<file path="src/rtl/apb_arbiter.sv">
// Round-robin arbiter sharing one APB completer among NUM_REQ valid/ready requesters.
// Optional ACCESS-phase watchdog enabled by defining APB_ARB_TIMEOUT_EN.
module apb_arbiter #(
    parameter int NUM_REQ    = 2,
    parameter int ADDR_WIDTH = 32,
    parameter int DATA_WIDTH = 32,
    parameter int DATA_STRB  = DATA_WIDTH/8,
    parameter int TIMEOUT    = 16
) (
    input  logic                            clk,
    input  logic                            nrst,
    input  logic [NUM_REQ-1:0]              req_valid,
    input  logic [NUM_REQ-1:0]              req_write,
    input  logic [NUM_REQ*ADDR_WIDTH-1:0]   req_addr,
    input  logic [NUM_REQ*DATA_WIDTH-1:0]   req_wdata,
    input  logic [NUM_REQ*DATA_STRB-1:0]    req_strb,
    input  logic [NUM_REQ*3-1:0]            req_prot,
    output logic [NUM_REQ-1:0]              req_ready,
    output logic [NUM_REQ-1:0]              rsp_valid,
    output logic [DATA_WIDTH-1:0]           rsp_rdata,
    output logic                            rsp_err,
    output logic                            psel,
    output logic                            penable,
    output logic                            pwrite,
    output logic [ADDR_WIDTH-1:0]           paddr,
    output logic [DATA_WIDTH-1:0]           pwdata,
    output logic [DATA_STRB-1:0]            pstrb,
    output logic [2:0]                      prot,
    input  logic                            pready,
    input  logic                            slverr,
    input  logic [DATA_WIDTH-1:0]           prdata
);
    localparam int PTR_W = $clog2(NUM_REQ);
    localparam logic [1:0] S_IDLE   = 2'd0;
    localparam logic [1:0] S_SETUP  = 2'd1;
    localparam logic [1:0] S_ACCESS = 2'd2;

    if (NUM_REQ < 2 || NUM_REQ > 8 || TIMEOUT < 1) begin : g_bad_cfg
        $error("apb_arbiter: unsupported parameter set");
    end

    logic [ADDR_WIDTH-1:0] w_addr  [NUM_REQ];
    logic [DATA_WIDTH-1:0] w_wdata [NUM_REQ];
    logic [DATA_STRB-1:0]  w_strb  [NUM_REQ];
    logic [2:0]            w_prot  [NUM_REQ];

    for (genvar g = 0; g < NUM_REQ; g++) begin : g_slice
        assign w_addr[g]  = req_addr[g*ADDR_WIDTH +: ADDR_WIDTH];
        assign w_wdata[g] = req_wdata[g*DATA_WIDTH +: DATA_WIDTH];
        assign w_strb[g]  = req_strb[g*DATA_STRB +: DATA_STRB];
        assign w_prot[g]  = req_prot[g*3 +: 3];
    end

    logic [1:0]            r_state;
    logic [PTR_W-1:0]      r_rr_ptr;
    logic [PTR_W-1:0]      r_grant;
    logic                  r_psel, r_penable, r_pwrite, r_rsp_err;
    logic [ADDR_WIDTH-1:0] r_paddr;
    logic [DATA_WIDTH-1:0] r_pwdata, r_rsp_rdata;
    logic [DATA_STRB-1:0]  r_pstrb;
    logic [2:0]            r_prot;
    logic [NUM_REQ-1:0]    r_req_ready, r_rsp_valid;

    logic                  w_any;
    logic [PTR_W-1:0]      w_win;
    logic                  w_timeout;
    logic                  w_done;

    // First valid requester at or above rr_ptr, searching upward with wrap.
    always_comb begin
        w_any = 1'b0;
        w_win = '0;
        for (int i = 0; i < NUM_REQ; i++) begin
            int j;
            j = int'(r_rr_ptr) + i;
            if (j >= NUM_REQ) j = j - NUM_REQ;
            if (!w_any && req_valid[j]) begin
                w_any = 1'b1;
                w_win = PTR_W'(j);
            end
        end
    end

`ifdef APB_ARB_TIMEOUT_EN
    localparam int TO_W = $clog2(TIMEOUT + 1);
    logic [TO_W-1:0] r_to_cnt;

    // A pready on the limit cycle wins over the timeout.
    assign w_timeout = (r_state == S_ACCESS) && !pready && (r_to_cnt == TO_W'(TIMEOUT - 1));

    always_ff @(posedge clk or negedge nrst) begin
        if (!nrst)                                 r_to_cnt <= '0;
        else if (r_state != S_ACCESS || pready)    r_to_cnt <= '0;
        else                                       r_to_cnt <= r_to_cnt + 1'b1;
    end
`else
    assign w_timeout = 1'b0;
`endif

    assign w_done = (r_state == S_ACCESS) && (pready || w_timeout);

    always_ff @(posedge clk or negedge nrst) begin
        if (!nrst) begin
            r_state     <= S_IDLE;
            r_rr_ptr    <= '0;
            r_grant     <= '0;
            r_psel      <= 1'b0;
            r_penable   <= 1'b0;
            r_pwrite    <= 1'b0;
            r_paddr     <= '0;
            r_pwdata    <= '0;
            r_pstrb     <= '0;
            r_prot      <= '0;
            r_req_ready <= '0;
            r_rsp_valid <= '0;
            r_rsp_rdata <= '0;
            r_rsp_err   <= 1'b0;
        end else begin
            r_req_ready <= '0;
            r_rsp_valid <= '0;
            case (r_state)
                S_IDLE: if (w_any) begin
                    r_state     <= S_SETUP;
                    r_grant     <= w_win;
                    r_psel      <= 1'b1;
                    r_penable   <= 1'b0;
                    r_pwrite    <= req_write[w_win];
                    r_paddr     <= w_addr[w_win];
                    r_pwdata    <= req_write[w_win] ? w_wdata[w_win] : '0;
                    r_pstrb     <= req_write[w_win] ? w_strb[w_win]  : '0;
                    r_prot      <= w_prot[w_win];
                    r_req_ready <= {{(NUM_REQ-1){1'b0}}, 1'b1} << w_win;
                end
                S_SETUP: begin
                    r_state   <= S_ACCESS;
                    r_penable <= 1'b1;
                end
                S_ACCESS: if (w_done) begin
                    r_state     <= S_IDLE;
                    r_psel      <= 1'b0;
                    r_penable   <= 1'b0;
                    r_rsp_valid <= {{(NUM_REQ-1){1'b0}}, 1'b1} << r_grant;
                    r_rsp_rdata <= (pready && !r_pwrite) ? prdata : '0;
                    r_rsp_err   <= pready ? slverr : 1'b1;
                    r_rr_ptr    <= (r_grant == PTR_W'(NUM_REQ - 1)) ? '0 : r_grant + 1'b1;
                end
                default: r_state <= S_IDLE;
            endcase
        end
    end

    assign req_ready = r_req_ready;
    assign rsp_valid = r_rsp_valid;
    assign rsp_rdata = r_rsp_rdata;
    assign rsp_err   = r_rsp_err;
    assign psel      = r_psel;
    assign penable   = r_penable;
    assign pwrite    = r_pwrite;
    assign paddr     = r_paddr;
    assign pwdata    = r_pwdata;
    assign pstrb     = r_pstrb;
    assign prot      = r_prot;
endmodule

</file>
<file path="config.mk">
export PLATFORM = sky130hd
export DESIGN_NAME = apb_arbiter
export DESIGN_NICKNAME = d
export VERILOG_FILES = /design/src/rtl/apb_arbiter.sv
export SDC_FILE = /design/constraint.sdc
export NUM_CORES = 1
export LEC_CHECK = 0
export ABC_AREA = 1
export CAP_MARGIN = 10
export CORE_MARGIN = 2
export CORE_UTILIZATION = 39
export DETAILED_ROUTE_END_ITERATION = 10
export PLACE_DENSITY = 0.79
export SYNTH_ARGS = -nofsm -noshare
export SYNTH_HDL_FRONTEND = slang
export SYNTH_SLANG_ARGS = --single-unit
</file>
<file path="constraint.sdc">
create_clock -name clk -period 1.49 [get_ports clk]
set_input_delay 0.2235 -clock clk [delete_from_list [all_inputs] [get_ports clk]]
set_output_delay 0.2235 -clock clk [all_outputs]
set_load 0.01 [all_outputs]
</file>
==> results of run 1 <==
==> report_power, final <==
part           total (W)  internal, W  switching [W]
registers        0.00537      0.00462       0.000751
clock network    0.00463      0.00315        0.00148
logic            0.00709      0.00319        0.00390
total             0.0171       0.0110        0.00613
==> area by class of cell <==
type                    instances  area (um^2)
clock inverters                15          254
repair buffers                323         3180
inverters                       8         30.0
fillers                      1127         4130
well taps                     176          220
flip-flops and latches        115         2880
clock buffers                  17          425
multi-input cells             479         2070
==> critical path, cell delays in order, from the launching register on <==
cell and delay [ps]:
dfrtp_1 400, inv_1 80, nand2_1 120, nor2_4 210, inv_2 110, buf_4 200
nand2_1 70, nand2_1 60
==> registers in the layout, indices dropped and copies added (netlist names) <==
name       count
pstrb          4
penable        1
r_rr_ptr       1
rsp_valid      2
r_grant        1
req_ready      2
psel           1
paddr         32
prot           3
pwrite         1
r_state        2
rsp_err        1
pwdata        32
rsp_rdata     32
==> per-layer routing <==
| layer | vias to the layer above | GRT usage, % | wire, um |
|---|---|---|---|
| li1 | 2701 | - | - |
| met1 | 2631 | 29.0 | 6890 |
| met2 | 204 | 43.5 | 9010 |
| met3 | 35 | 6.27 | 1020 |
| met4 | 0 | 10.8 | 474 |
| met5 | - | 0 | 0 |
==> worst paths after layout <==
check | to | start
max in group asynchronous | paddr[6] | nrst
min in group clk | paddr[6] | req_addr[6]
worst max register to register | pwdata[2] | r_state[1]
worst min register to register | rsp_valid[0] | r_grant
worst max-delay path | pwdata[2] | r_state[1]
worst min-delay path | rsp_rdata[27] | nrst
==> per-stage QoR <==
stage	util, %	setup TNS [ps]	instances
after global placement	64.5	-2840	1100
after CTS	68.6	0	1133
final	68.7	0	1133
after global routing	68.7	0	1133
after detailed placement	64.5	-5290	1100
after floorplan	-	0	651
==> cell families after synthesis <==
family	Yosys count	synth area share, %
DFF	115	54.9
buffers and inverters	57	5.54
AOI/OAI and AO/OA	17	2.01
and+or+nand+nor	462	37.5
==> repair_timing <==
| item | in CTS | in global routing |
|---|---|---|
| hold buffers | 1 | 0 |
| endpoints found under the setup margin | 111 | 3 |
| endpoints found under the hold margin | 21 | 0 |
| gates resized for setup | 111 | 1 |
==> placed cells by master (no fill, tap or decap) <==
master | synthesis | layout
dlygate4sd2_1 | 0 | 111
nand2_1 | 277 | 277
a31oi_1 | 12 | 12
inv_1 | 7 | 7
nor2_1 | 14 | 14
dfrtp_1 | 115 | 115
clkdlybuf4s50_1 | 0 | 179
clkinvlp_4 | 0 | 4
nand3_1 | 164 | 164
nor2_2 | 2 | 2
clkinv_4 | 0 | 3
nand2_2 | 3 | 3
dlygate4sd3_1 | 0 | 1
buf_6 | 2 | 1
a21oi_1 | 1 | 1
inv_6 | 0 | 2
bufinv_16 | 0 | 6
o21ai_0 | 2 | 2
o21bai_1 | 1 | 1
nand2_4 | 1 | 1
clkbuf_16 | 0 | 17
buf_2 | 34 | 1
o211ai_1 | 1 | 1
inv_2 | 1 | 1
buf_4 | 5 | 17
buf_12 | 0 | 13
nor2_4 | 1 | 1
==> qor.csv, run 1 <==
stage,metric,value,unit
logic_synthesis,netlist_area,5240,um^2
routing,ant_nets,0,
routing,detailroute.via_count,5571,
finish,n_antenna_cell,0,
timing,hold_violations,0,
logic_synthesis,synth-seq-area-share,54.9,%
timing,finalCritPeriodShare,92.4,%
routing,totalWireLength,17400,um
placement,portBuffers,292,
routing,dr.pass1.iters,5,
logic_synthesis,synth_edf_count,0,
global_routing,grt_max_degree,37,
logic_synthesis,synth.largest_area_cell,dfrtp_1,
floorplan,dieArea,14400,um^2
timing,setup_viol,0,
min_path,hold_path.class,in -> async,
placement,gp_congestion,0.854,
worst_setup_path,rr_worst_depth,7,
timing,fmax,726,MHz
finish,fin_area,9060,um^2
worst_setup_path,worstPathMaxFanout,13,
finish,syn2layout_area_growth,72.9,%
worst_setup_path,regToRegSetupSlack,110,ps
placement,post-dp-hpwl,12400,um
logic_synthesis,synthArstFlopShare,100,%
logic_synthesis,ys_top_cells_by_area,"dfrtp_1 (55%), nand2_1 (20%), nand3_1 (16%)",
timing,report.final.slew_viol_count,0,
routing,vias_per_cell,4.92,
clock_network,cts_buffer_depth,2,
clock_network,cts_sinks,115,
power_and_ir_drop,leakage,4.67,nW
placement,placed_area,8500,um^2
logic_synthesis,yosysWarnings,0,
floorplan,ios,293,
clock_network,clk_latency,410,ps
clock_network,tritoncts,done,
routing,drt-initial-drc-count,267,
global_routing,grt_usage,24.9,%
logic_synthesis,synthMostInstantiatedCell,nand2_1,
routing,drc,0,
timing,worst_slack,113,ps
worst_setup_path,startpoint_type,register,
run,drv_cap,0,
placement,pre_cts_ws,-120,ps
logic_synthesis,synth_seq_cells,115,
global_routing,grt_pass1_vias,5651,
timing,tightest_slew,377,ps
global_routing,grt-ovfl-total,0,
floorplan,fp.coreArea,13200,um^2
logic_synthesis,synth_cells,651,
clock_network,cts_setup_buffers,0,
status,status,completed,
global_routing,antenna_found_initial,0,
logic_synthesis,synth_area_per_cell,8.05,um^2
global_routing,grt_pass1_wl,28200,um
power_and_ir_drop,pwr_density_cell,1890,nW/um^2
worst_setup_path,crit_path_end_kind,register,
finish,drive_above_1_share,7.52,%
timing,holdWs,283,ps
clock_network,cts_root_buffer,clkbuf_16,
timing,fin_skew,7.61,ps
worst_setup_path,cp.arrival,1660,ps
logic_synthesis,synth_top_area_share,54.9,%
power_and_ir_drop,ir_drop,0.826,mV
worst_setup_path,cp.required,1780,ps
logic_synthesis,synth_ff_type,dfrtp_1,
timing,period_needed,1380,ps
clock_network,cts_buffers,17,
floorplan,start_util,39.7,%
floorplan,die_height,120,um
floorplan,die_x,120,um
power_and_ir_drop,fin_total_pwr,0.0171,W
clock_network,htreeDepth,4,
floorplan,fp-row-count,42,
timing,rsz0062_at_grt,false,
routing,wire_per_inst,15.4,um
clock_network,clkTransAtPathRegs,50,ps
timing,relSlewSlack,74.9,%
worst_setup_path,crit_type,reg -> reg,
logic_synthesis,synth_nets,833,
logic_synthesis,synthTopCellsByCount,"nand2_1 (277), nand3_1 (164), dfrtp_1 (115), buf_2 (34), nor2_1 (14)",
finish,nNetsFinal,1126,
logic_synthesis,synth_cell_types,20,
(Power assumes the default switching activity.)
==> inputs of run 2 (changes only) <==
--- a/config.mk
+++ b/config.mk
@@ -10,7 +10,9 @@
 export CORE_MARGIN = 2
 export CORE_UTILIZATION = 39
 export DETAILED_ROUTE_END_ITERATION = 10
+export GPL_ROUTABILITY_DRIVEN = 1
 export PLACE_DENSITY = 0.79
 export SYNTH_ARGS = -nofsm -noshare
 export SYNTH_HDL_FRONTEND = slang
 export SYNTH_SLANG_ARGS = --single-unit
+export TNS_END_PERCENT = 50
==> results of run 2 <==
Final layout, timing and power as in run 1 (identical DEF).
==> inputs of run 3 (changes only) <==
--- a/config.mk
+++ b/config.mk
@@ -7,11 +7,12 @@
 export LEC_CHECK = 0
 export ABC_AREA = 1
 export CAP_MARGIN = 10
-export CORE_MARGIN = 2
-export CORE_UTILIZATION = 39
+export CORE_AREA = 2 2 112 114
 export DETAILED_ROUTE_END_ITERATION = 10
+export DIE_AREA = 0 0 114 116
+export DONT_BUFFER_PORTS = 1
 export GPL_ROUTABILITY_DRIVEN = 1
-export PLACE_DENSITY = 0.79
+export PLACE_DENSITY = 0.56
 export SYNTH_ARGS = -nofsm -noshare
 export SYNTH_HDL_FRONTEND = slang
 export SYNTH_SLANG_ARGS = --single-unit
==> run 3 against run 2 <==
- hold slack got worse by 760 ps
- clock-buffer cell count rose by 3
- die area fell by 8.0%
- global-route usage fell by 0.67 points
- fmax fell by 1.3%
- clock skew rose by 3.3 ps
- cell count fell by 20%
- largest cell class is now sequential cells
- flip-flop and latch count did not move
- sequential power rose by 22%
- the run now ends with hold timing left
- non-clock buffer count fell by 202
- cell area fell by 22%
==> qor.csv, run 3 (synthesis results as in run 1) <==
stage,metric,value,unit
worst_setup_path,crit_type,reg -> reg,
clock_network,cts_buffer_depth,2,
power_and_ir_drop,leakage,3.55,nW
routing,detailroute.via_count,4873,
timing,report.final.slew_viol_count,0,
clock_network,clkTransAtPathRegs,50,ps
timing,fmax,717,MHz
finish,final_cell_mix,"nand2_1 (277), nand3_1 (164), dfrtp_1 (115), dlygate4sd3_1 (104), clkbuf_16 (17)",
placement,pre_cts_ws,108,ps
worst_setup_path,r2r-start,r_state[1],
floorplan,die_x,114,um
status,violations,hold timing,
clock_network,cts_sinks,115,
worst_setup_path,crit_top_cell,nand3_1,
timing,setup_tns,0,ps
worst_setup_path,cp_num_buf_inv,2,
timing,worst_slack,95.5,ps
routing,ant_nets,0,
worst_setup_path,cp_top_family,simple AND/OR/NAND/NOR gates,
global_routing,grt_usage,24.3,%
finish,n_antenna_cell,0,
finish,num-fill-cells,1027,
timing,hold_violations,115,
global_routing,grt_max_degree,116,
clock_network,tritoncts,done,
timing,period_needed,1390,ps
worst_setup_path,path_cells,inv_1 -> nand2_1 -> nor2_4 -> buf_4 -> nand3_1 -> nand3_1,
floorplan,fp.coreArea,11900,um^2
clock_network,cts_root_buffer,clkbuf_16,
status,status,finished with violations,
global_routing,grt_pass1_wl,24900,um
finish,final_common_cell,nand2_1,
worst_setup_path,startpoint,r_state[1],
routing,vias_per_cell,5.40,
floorplan,die_height,116,um
timing,relSlewSlack,74.3,%
finish,syn2layout_area_growth,34.3,%
routing,drc,0,
clock_network,clk_latency,400,ps
placement,portBuffers,0,
clock_network,cts_buffers,17,
routing,wire_per_inst,18.0,um
routing,dr.pass1.iters,5,
worst_setup_path,cpPeakStageDelay,400,ps
finish,nNetsFinal,924,
clock_network,htreeDepth,4,
worst_setup_path,cp.required,1820,ps
floorplan,start_util,44.0,%
power_and_ir_drop,fin_total_pwr,0.0145,W
global_routing,grt-ovfl-total,0,
worst_setup_path,worstPathMaxFanout,23,
power_and_ir_drop,pwr_density_cell,2060,nW/um^2
timing,holdWs,-480,ps
placement,post-dp-hpwl,10200,um
finish,drive_above_1_share,7.42,%
timing,setup_viol,0,
worst_setup_path,crit_path_end_kind,register,
worst_setup_path,startpoint_type,register,
worst_setup_path,cp.arrival,1720,ps
clock_network,ctsHoldBuffers,104,
placement,gp_congestion,0.799,
floorplan,fp-row-count,40,
routing,totalWireLength,16200,um
global_routing,antenna_found_initial,0,
timing,fin_skew,10.9,ps
floorplan,dieArea,13200,um^2
min_path,hold_path.class,in -> async,
timing,finalCritPeriodShare,93.6,%
floorplan,ios,293,
worst_setup_path,slowest_stage,dfrtp_1,
timing,rsz0062_at_grt,false,
power_and_ir_drop,ir_drop,0.794,mV
global_routing,grt_pass1_vias,4957,
routing,drt-initial-drc-count,377,
run,drv_cap,0,
timing,tightest_slew,384,ps
==> run 3: cell types whose count changed in the layout (fill, tap and decap cells not counted), sizes merged <==
cell	before	now
dlygate4sd2	111	0
bufinv	6	3
clkdlybuf4s50	179	0
dlygate4sd3	1	104
inv	10	9
buf	32	17
clkinvlp	4	5
clkbuf	17	20
==> run 3: final cells by class <==
class,instances,area [um^2],area share (%)
clock buffer,20,457,6.49
clock inverter,12,155,2.21
inverter,8,30.0,0.427
multi-input combinational,479,2070,29.5
sequential,115,2880,40.9
tap,147,184,2.61
timing repair buffer,121,1260,17.9
==> run 3: what timing repair did <==
action | in CTS | in global routing
setup buffers | 0 | 0
setup endpoints to repair | 0 | 3
endpoints found under the hold margin | 183 | 115
resized for setup | 0 | 1
==> run 3: where the power goes <==
group | switching (W) | internal, W
Sequential | 0.00193 | 0.00462
Clock | 0.00145 | 0.00272
Combinational | 0.00228 | 0.00148
Total | 0.00566 | 0.00883
==> run 3: routing by layer <==
metal	track usage [%]	routed length, um
met1	28.0	6350
met2	41.2	7990
met3	8.32	1420
met4	10.7	451
met5	0	0
==> run 3: final timing paths <==
path / cells past startpoint / slack (ps) / endpoint
hold reg to reg: 1 / 430 / rsp_valid[0]
min in group clk: 2 / 20 / paddr[31]
max in group asynchronous: 0 / 1730 / rsp_rdata[12]
setup / recovery: 6 / 100 / paddr[27]
setup reg to reg: 6 / 100 / paddr[27]
hold / removal: 0 / -480 / rsp_rdata[22]
==> run 3: worst register-to-register path: stages (launching register included) <==
cell     delay, ps
dfrtp_1        400
inv_1           90
nand2_1        110
nor2_4         190
buf_4          300
nand3_1        140
nand3_1        110
==> run 3: through the flow <==
| step | util, % | instance area [um^2] | std cells |
|---|---|---|---|
| CTS | 59.0 | 7030 | 902 |
| global placement | 45.2 | 5380 | 766 |
| detailed placement | 45.2 | 5380 | 766 |
| finish | 59.1 | 7040 | 902 |
| floorplan | - | 5240 | 651 |
| global route | 59.1 | 7040 | 902 |
